**config.mk**
```make
export PLATFORM = sky130hd
export DESIGN_NAME = instruction_cache_sa
export DESIGN_NICKNAME = d
export VERILOG_FILES = /design/src/rtl/icache_pkg.sv /design/src/rtl/icache_way_array.sv /design/src/rtl/instruction_cache_sa.sv
export SDC_FILE = /design/constraint.sdc
export NUM_CORES = 2
export LEC_CHECK = 0
export ABC_CLOCK_PERIOD_IN_PS = 17220
export CAP_MARGIN = 5
export CELL_PAD_IN_SITES_DETAIL_PLACEMENT = 1
export CELL_PAD_IN_SITES_GLOBAL_PLACEMENT = 1
export CORE_UTILIZATION = 30
export DETAILED_ROUTE_END_ITERATION = 6
export PLACE_DENSITY = 0.49
export SYNTH_ARGS = -nofsm -noshare
export SYNTH_HDL_FRONTEND = slang
export SYNTH_MEMORY_MAX_BITS = 65536
export SYNTH_SLANG_ARGS = --single-unit
export TNS_END_PERCENT = 1
```
**constraint.sdc**
```tcl
create_clock -name clk -period 17.22 [get_ports clk]
set_clock_uncertainty 0.1 [all_clocks]
set_input_delay 2.583 -clock clk [delete_from_list [all_inputs] [get_ports clk]]
set_output_delay 2.583 -clock clk [all_outputs]
set_load 0.1 [all_outputs]
```
**src/rtl/icache_pkg.sv**
```systemverilog
// Shared state type and address-geometry helpers for the set-associative
// instruction cache.
package icache_pkg;

   typedef enum logic [1:0] {
      IDLE = 2'd0,
      FILL = 2'd1,
      DONE = 2'd2
   } state_e;

   function automatic int off_bits(input int line_w);
      return $clog2(line_w / 8);
   endfunction

   function automatic int idx_bits(input int num_sets);
      return $clog2(num_sets);
   endfunction

   function automatic int tag_bits(input int mem_addr_w, input int num_sets);
      return mem_addr_w - $clog2(num_sets);
   endfunction

   // Right-justified bit field [lsb +: width] of an address.
   function automatic logic [63:0] addr_field(input logic [63:0] a, input int lsb, input int width);
      return (a >> lsb) & ((64'd1 << width) - 64'd1);
   endfunction

endpackage

```
**src/rtl/icache_way_array.sv**
```systemverilog
// One cache way: per-set valid/tag/data flops with a set-indexed read port,
// a fill write port and a flash clear of all valid bits.
module icache_way_array
   import icache_pkg::*;
#(
   parameter int LINE_W   = 256,
   parameter int TAG_W    = 6,
   parameter int NUM_SETS = 8,
   parameter int IDX_W    = 3
) (
   input  logic              clk,
   input  logic              reset_n,
   input  logic              clear_i,
   input  logic [IDX_W-1:0]  rd_idx_i,
   output logic              rd_valid_o,
   output logic [TAG_W-1:0]  rd_tag_o,
   output logic [LINE_W-1:0] rd_data_o,
   input  logic              wr_en_i,
   input  logic [IDX_W-1:0]  wr_idx_i,
   input  logic [TAG_W-1:0]  wr_tag_i,
   input  logic [LINE_W-1:0] wr_data_i,
   input  logic              wr_valid_i
);

   logic [NUM_SETS-1:0] valid_q;
   logic [TAG_W-1:0]    tag_q  [NUM_SETS];
   logic [LINE_W-1:0]   data_q [NUM_SETS];

   // Flash clear takes priority over a same-cycle fill.
   always_ff @(posedge clk or negedge reset_n) begin
      if (!reset_n) begin
         valid_q <= '0;
      end else if (clear_i) begin
         valid_q <= '0;
      end else if (wr_en_i) begin
         valid_q[wr_idx_i] <= wr_valid_i;
      end
   end

   always_ff @(posedge clk) begin
      if (wr_en_i) begin
         tag_q[wr_idx_i]  <= wr_tag_i;
         data_q[wr_idx_i] <= wr_data_i;
      end
   end

   assign rd_valid_o = valid_q[rd_idx_i];
   assign rd_tag_o   = tag_q[rd_idx_i];
   assign rd_data_o  = data_q[rd_idx_i];

endmodule

```
**src/rtl/instruction_cache_sa.sv**
```systemverilog
// Set-associative read-only instruction cache: tag compare, hit select, word
// mux, refill FSM, round-robin victim pointers and saturating counters.
module instruction_cache_sa
   import icache_pkg::*;
#(
   parameter int ADDR_W     = 32,
   parameter int LINE_W     = 256,
   parameter int MEM_ADDR_W = 9,
   parameter int NUM_SETS   = 8,
   parameter int NUM_WAYS   = 2,
   parameter int CNT_W      = 32
) (
   input  logic                  clk,
   input  logic                  reset_n,
   input  logic [ADDR_W-1:0]     addr,
   output logic [31:0]           out,
   output logic                  clk_stall,
   input  logic                  invalidate,
   output logic [MEM_ADDR_W-1:0] mem_block_addr,
   output logic                  readmem,
   input  logic [LINE_W-1:0]     new_line,
   input  logic                  mem_ready,
   output logic [CNT_W-1:0]      hit_count,
   output logic [CNT_W-1:0]      miss_count
);

   localparam int OFF    = off_bits(LINE_W);
   localparam int IDX    = idx_bits(NUM_SETS);
   localparam int TAG    = tag_bits(MEM_ADDR_W, NUM_SETS);
   localparam int WORD_W = OFF - 2;
   localparam int VP_W   = (NUM_WAYS > 1) ? $clog2(NUM_WAYS) : 1;

   state_e                state_q, state_d;
   logic [MEM_ADDR_W-1:0] blk_q, blk_d;
   logic                  readmem_q, readmem_d;
   logic                  inval_seen_q, inval_seen_d;
   logic [VP_W-1:0]       victim_q [NUM_SETS];
   logic [CNT_W-1:0]      hit_cnt_q, miss_cnt_q;

   logic [IDX-1:0]        idx_s, fill_idx_s;
   logic [TAG-1:0]        tag_s, fill_tag_s;
   logic [WORD_W-1:0]     word_s;
   logic [VP_W-1:0]       fill_way_s;
   logic [NUM_WAYS-1:0]   way_valid_s;
   logic [TAG-1:0]        way_tag_s  [NUM_WAYS];
   logic [LINE_W-1:0]     way_data_s [NUM_WAYS];
   logic [NUM_WAYS-1:0]   way_match_s;
   logic                  hit_s;
   logic [LINE_W-1:0]     hit_line_s;
   logic [31:0]           hit_word_s;
   logic                  fill_we_s, fill_valid_s, hit_inc_s, miss_inc_s;

   assign word_s = WORD_W'(addr_field(64'(addr), 2, WORD_W));
   assign idx_s  = IDX'(addr_field(64'(addr), OFF, IDX));
   assign tag_s  = TAG'(addr_field(64'(addr), OFF + IDX, TAG));

   // Fills always target the latched block, never the live fetch address.
   assign fill_idx_s   = blk_q[IDX-1:0];
   assign fill_tag_s   = blk_q[MEM_ADDR_W-1:IDX];
   assign fill_way_s   = victim_q[fill_idx_s];
   assign fill_valid_s = ~(invalidate | inval_seen_q);

   for (genvar w = 0; w < NUM_WAYS; w++) begin : g_way
      icache_way_array #(
         .LINE_W   (LINE_W),
         .TAG_W    (TAG),
         .NUM_SETS (NUM_SETS),
         .IDX_W    (IDX)
      ) u_way (
         .clk        (clk),
         .reset_n    (reset_n),
         .clear_i    (invalidate),
         .rd_idx_i   (idx_s),
         .rd_valid_o (way_valid_s[w]),
         .rd_tag_o   (way_tag_s[w]),
         .rd_data_o  (way_data_s[w]),
         .wr_en_i    (fill_we_s && (fill_way_s == VP_W'(w))),
         .wr_idx_i   (fill_idx_s),
         .wr_tag_i   (fill_tag_s),
         .wr_data_i  (new_line),
         .wr_valid_i (fill_valid_s)
      );
   end

   // Tag compare and one-hot select of the hitting way's line.
   always_comb begin
      way_match_s = '0;
      hit_line_s  = '0;
      for (int w = 0; w < NUM_WAYS; w++) begin
         way_match_s[w] = way_valid_s[w] & (way_tag_s[w] == tag_s);
         hit_line_s     = hit_line_s | ({LINE_W{way_match_s[w]}} & way_data_s[w]);
      end
   end

   assign hit_s      = |way_match_s;
   assign hit_word_s = hit_line_s[{word_s, 5'd0} +: 32];

   // Refill FSM next-state and per-cycle strobes.
   always_comb begin
      state_d      = state_q;
      blk_d        = blk_q;
      readmem_d    = readmem_q;
      fill_we_s    = 1'b0;
      hit_inc_s    = 1'b0;
      miss_inc_s   = 1'b0;
      inval_seen_d = (state_q == FILL) & (inval_seen_q | invalidate);
      case (state_q)
         IDLE: begin
            if (hit_s) begin
               hit_inc_s = 1'b1;
            end else begin
               miss_inc_s = 1'b1;
               blk_d      = {tag_s, idx_s};
               readmem_d  = 1'b1;
               state_d    = FILL;
            end
         end
         FILL: begin
            if (mem_ready) begin
               fill_we_s = 1'b1;
               readmem_d = 1'b0;
               state_d   = DONE;
            end else begin
               state_d = FILL;
            end
         end
         DONE:    state_d = IDLE;
         default: state_d = IDLE;
      endcase
   end

   // FSM state and refill request registers.
   always_ff @(posedge clk or negedge reset_n) begin
      if (!reset_n) begin
         state_q      <= IDLE;
         blk_q        <= '0;
         readmem_q    <= 1'b0;
         inval_seen_q <= 1'b0;
      end else begin
         state_q      <= state_d;
         blk_q        <= blk_d;
         readmem_q    <= readmem_d;
         inval_seen_q <= inval_seen_d;
      end
   end

   // Round-robin victim pointer advances on every install; held at 0 when direct-mapped.
   always_ff @(posedge clk or negedge reset_n) begin
      if (!reset_n) begin
         for (int s = 0; s < NUM_SETS; s++) begin
            victim_q[s] <= '0;
         end
      end else if (fill_we_s) begin
         victim_q[fill_idx_s] <= (NUM_WAYS > 1) ? fill_way_s + VP_W'(1) : VP_W'(0);
      end
   end

   // Saturating hit/miss counters.
   always_ff @(posedge clk or negedge reset_n) begin
      if (!reset_n) begin
         hit_cnt_q  <= '0;
         miss_cnt_q <= '0;
      end else begin
         if (hit_inc_s && (hit_cnt_q != {CNT_W{1'b1}})) begin
            hit_cnt_q <= hit_cnt_q + CNT_W'(1);
         end
         if (miss_inc_s && (miss_cnt_q != {CNT_W{1'b1}})) begin
            miss_cnt_q <= miss_cnt_q + CNT_W'(1);
         end
      end
   end

   assign clk_stall      = (state_q != IDLE) | ~hit_s;
   assign out            = ((state_q == IDLE) && hit_s) ? hit_word_s : 32'd0;
   assign mem_block_addr = blk_q;
   assign readmem        = readmem_q;
   assign hit_count      = hit_cnt_q;
   assign miss_count     = miss_cnt_q;

endmodule

```
==> impl_metrics.py <==
metrics = {
    "sta": {
        "timing.hold.ws_ps": 378,
        "setup_viol": 0,
        "slew_violations": 0,
        "clock.fmax_mhz": 79.6,
        "final.min_clock_period_ps": 12560,
        "fin_tns_setup_ps": 0,
        "post-route-period-util_pct": 73.0,
        "rsz0062_at_grt": "no",
        "slew_headroom_pct": 15.0,
        "finalHoldViolCount": 0,
        "tightest_slew_ps": 1270,
    },
    "yosys": {
        "yosysSeqAreaShare_pct": 78.3,
        "synthFlopType": "edfxtp_1",
        "ys_types": 60,
        "ys_async_sr_fraction_pct": 2.35,
        "synth_area_per_cell_sq_um": 23.4,
        "yosys_register_bits": 4293,
        "ys_top_cells_by_area": "edfxtp_1, mux4_2, dfrtp_1",
        "synth_edf_count": 4192,
        "synth_top_area_cell": "edfxtp_1",
        "synthCells": 7014,
        "synth_top_area_share_pct": 76.8,
        "synth_nets": 7308,
        "syn_area_sq_um": 164000,
        "synth_warnings": 0,
    },
    "clocking": {
        "clockBufferDepth": 4,
        "clk_pin_slew_ps": 60,
        "cts_buffers": 455,
        "cts_max_level": 5,
        "cts.sinks": 4293,
        "cts_resized": 0,
        "cts_hold_buf": 0,
        "clock-root-buffer": "clkbuf_16",
        "cts_setup_buffers": 0,
        "cts_tree": "built",
        "clock_latency_ps": 990,
    },
    "cells_and_area": {
        "syn_to_final_growth_pct": 17.1,
        "post-route-util_pct": 35.3,
        "final_nets": 7960,
        "drive_above_1_share_pct": 25.5,
    },
    "placed_design": {
        "gp_congestion": 0.714,
        "hpwlAfterDp_microns": 278000,
        "portBuffers": 378,
    },
    "status": {
        "status": "complete, no violations",
    },
    "worst_setup_path": {
        "crit_buf_inv": 6,
        "crit_chain": "buf_16, buf_4, mux2_2, o22ai_1, or3_1, o2111ai_1, nor3_2, buf_4, buf_12, buf_4, a22oi_1, o21ai_0, a31oi_1, a311oi_2, clkdlybuf4s50_1",
        "cp-start-kind": "primary input",
        "worstSetupPathType": "primary input to primary output",
        "arrival_ps": 9880,
        "worst_path_max_delay_cell": "clkdlybuf4s50_1",
        "critPathMostFrequentCell": "buf_4",
        "crit_required_ps": 14540,
        "r2r_start": "mem_block_addr[0]$_DFFE_PN0P_",
        "cp_max_fo": 92,
        "cp-startpoint": "addr[5]",
        "cp_top_family": "buffers and inverters",
        "slowest_delay_ps": 1310,
        "critPathCaptureType": "primary output",
    },
    "min_path": {
        "hold_class": "flop to flop",
        "holdCritStartpoint": "readmem$_DFFE_PN0P_",
    },
    "routing": {
        "firstDrtPassIters": 5,
        "vias": 78562,
        "wirelength_microns": 498000,
        "ant_nets": 0,
        "via_per_inst": 5.13,
        "wl_per_cell_microns": 32.5,
        "drc": 0,
        "drt-initial-drc-count": 6737,
    },
    "floorplan": {
        "rows": 271,
        "die_height_microns": 741,
        "io_pins": 399,
        "die_width_microns": 741,
        "initial_utilization_pct": 30.1,
        "fp.dieArea_sq_um": 549000,
        "core_area_sq_um": 545000,
    },
    "global_route": {
        "antenna_found_initial": 168,
        "first_global_vias": 83998,
        "grt_pass1_wl_microns": 689000,
        "track_usage_pct": 17.8,
        "grt_max_degree": 112,
        "overflow": 0,
    },
    "power": {
        "power.leakage_nw": 58.6,
        "power_density_nw_per_um2": 125,
        "power.total_w": 0.0239,
        "ir_drop_v": 0.0000951,
    },
    "run": {
        "drv_cap": 0,
    },
}
## flip-flops by register name, indices dropped and copies added, names as in the netlist, 2 cells and up
register	cells
g_way.u_way.data_q	4096
miss_count	32
victim_q	8
state_q	2
mem_block_addr	9
g_way.u_way.valid_q	16
g_way.u_way.tag_q	96
hit_count	32
## worst min-delay path, stage by stage, from the launching register on
cell     delay, ps
dfrtp_1        340
nand2_1         50
nand2_1         50
## stage by stage
step,instance area [sq um],std cells,setup slack [ps]
2_1_floorplan,164000,7014,2120
3_3_place_gp,177000,14442,4350
3_5_place_dp,177000,14443,4420
4_1_cts,192000,15276,4410
5_1_grt,192000,15286,4310
6_report,192000,15315,4660
## final cells by class
cell class	instances	area, sq um
fill	52384	353000
sequential	4293	128000
multi-input combinational	2292	33900
clock buffer	562	11900
tap	7234	9050
timing repair buffer	608	5990
clock inverter	271	2540
antenna	39	97.6
inverter	16	62.6
## cells in the mapped netlist (5+ instances only)
master	count
a2111oi_0	7
a211oi_1	35
a21o_1	8
a21oi_1	57
a221o_1	5
a221oi_1	47
a22o_1	13
a22oi_1	250
a311oi_1	13
a31oi_1	48
and2_1	5
and3_1	19
and4_1	11
buf_1	37
buf_2	162
buf_4	10
clkbuf_1	201
dfrtp_1	101
edfxtp_1	4192
inv_1	16
mux2_2	27
mux2i_1	151
mux4_2	1112
nand2_1	68
nand2b_1	5
nand3_1	74
nand4_1	19
nor2_1	71
nor2b_1	8
nor3_1	11
o211ai_1	9
o21ai_0	43
o221a_2	5
o221ai_1	49
o22ai_1	7
o32ai_1	5
xnor2_1	43
xor2_1	28
## worst paths after layout
path	slack, ps	to	cells past startpoint
worst max register to register	11770	g_way[1].u_way.data_q[5][34]$_DFFE_PP_	7
worst max-delay path	4660	out[16]	15
max in group asynchronous	14220	miss_count[28]$_DFFE_PN0P_	2
worst min-delay path	380	readmem$_DFFE_PN0P_	2
min in group asynchronous	1550	mem_block_addr[7]$_DFFE_PN0P_	1
worst min register to register	380	readmem$_DFFE_PN0P_	2
## logic make-up after synthesis
| kind of cell | count (synthesis) | synth area share, % |
|---|---|---|
| xor+xnor | 71 | 0.379 |
| buf+inv | 429 | 1.14 |
| compound gates | 618 | 2.79 |
| fa+ha+maj | 2 | 0.0153 |
| flops | 4293 | 78.3 |
| simple gates | 310 | 0.933 |
| mux | 1291 | 16.4 |
## cells in the final DEF (no fill, tap or decap), types with 39 or more instances in the layout
cell and count:
a21oi_1 57, a221oi_1 47, a22oi_1 250, a31oi_1 41, buf_4 199, clkbuf_1 100, clkbuf_16 461, clkdlybuf4s50_1 367
clkinv_1 120, clkinv_2 78, dfrtp_1 101, diode_2 39, edfxtp_1 4192, mux2i_1 150, mux4_2 1112, nand2_1 68
nand3_1 74, nor2_1 52, o221ai_1 49, xnor2_1 43
## report_power, final
| part | internal [W] | leakage (nW) | switching (W) |
|---|---|---|---|
| registers | 0.0122 | 39.1 | 0.000171 |
| clock network | 0.00545 | 7.03 | 0.00415 |
| logic | 0.000627 | 12.5 | 0.00136 |
## per-layer routing
layer	GRT usage, %	routed length (microns)
met1	22.9	204000
met2	31.1	254000
met3	3.43	28500
met4	3.82	10500
met5	0	484
(Power assumes the default switching activity.)
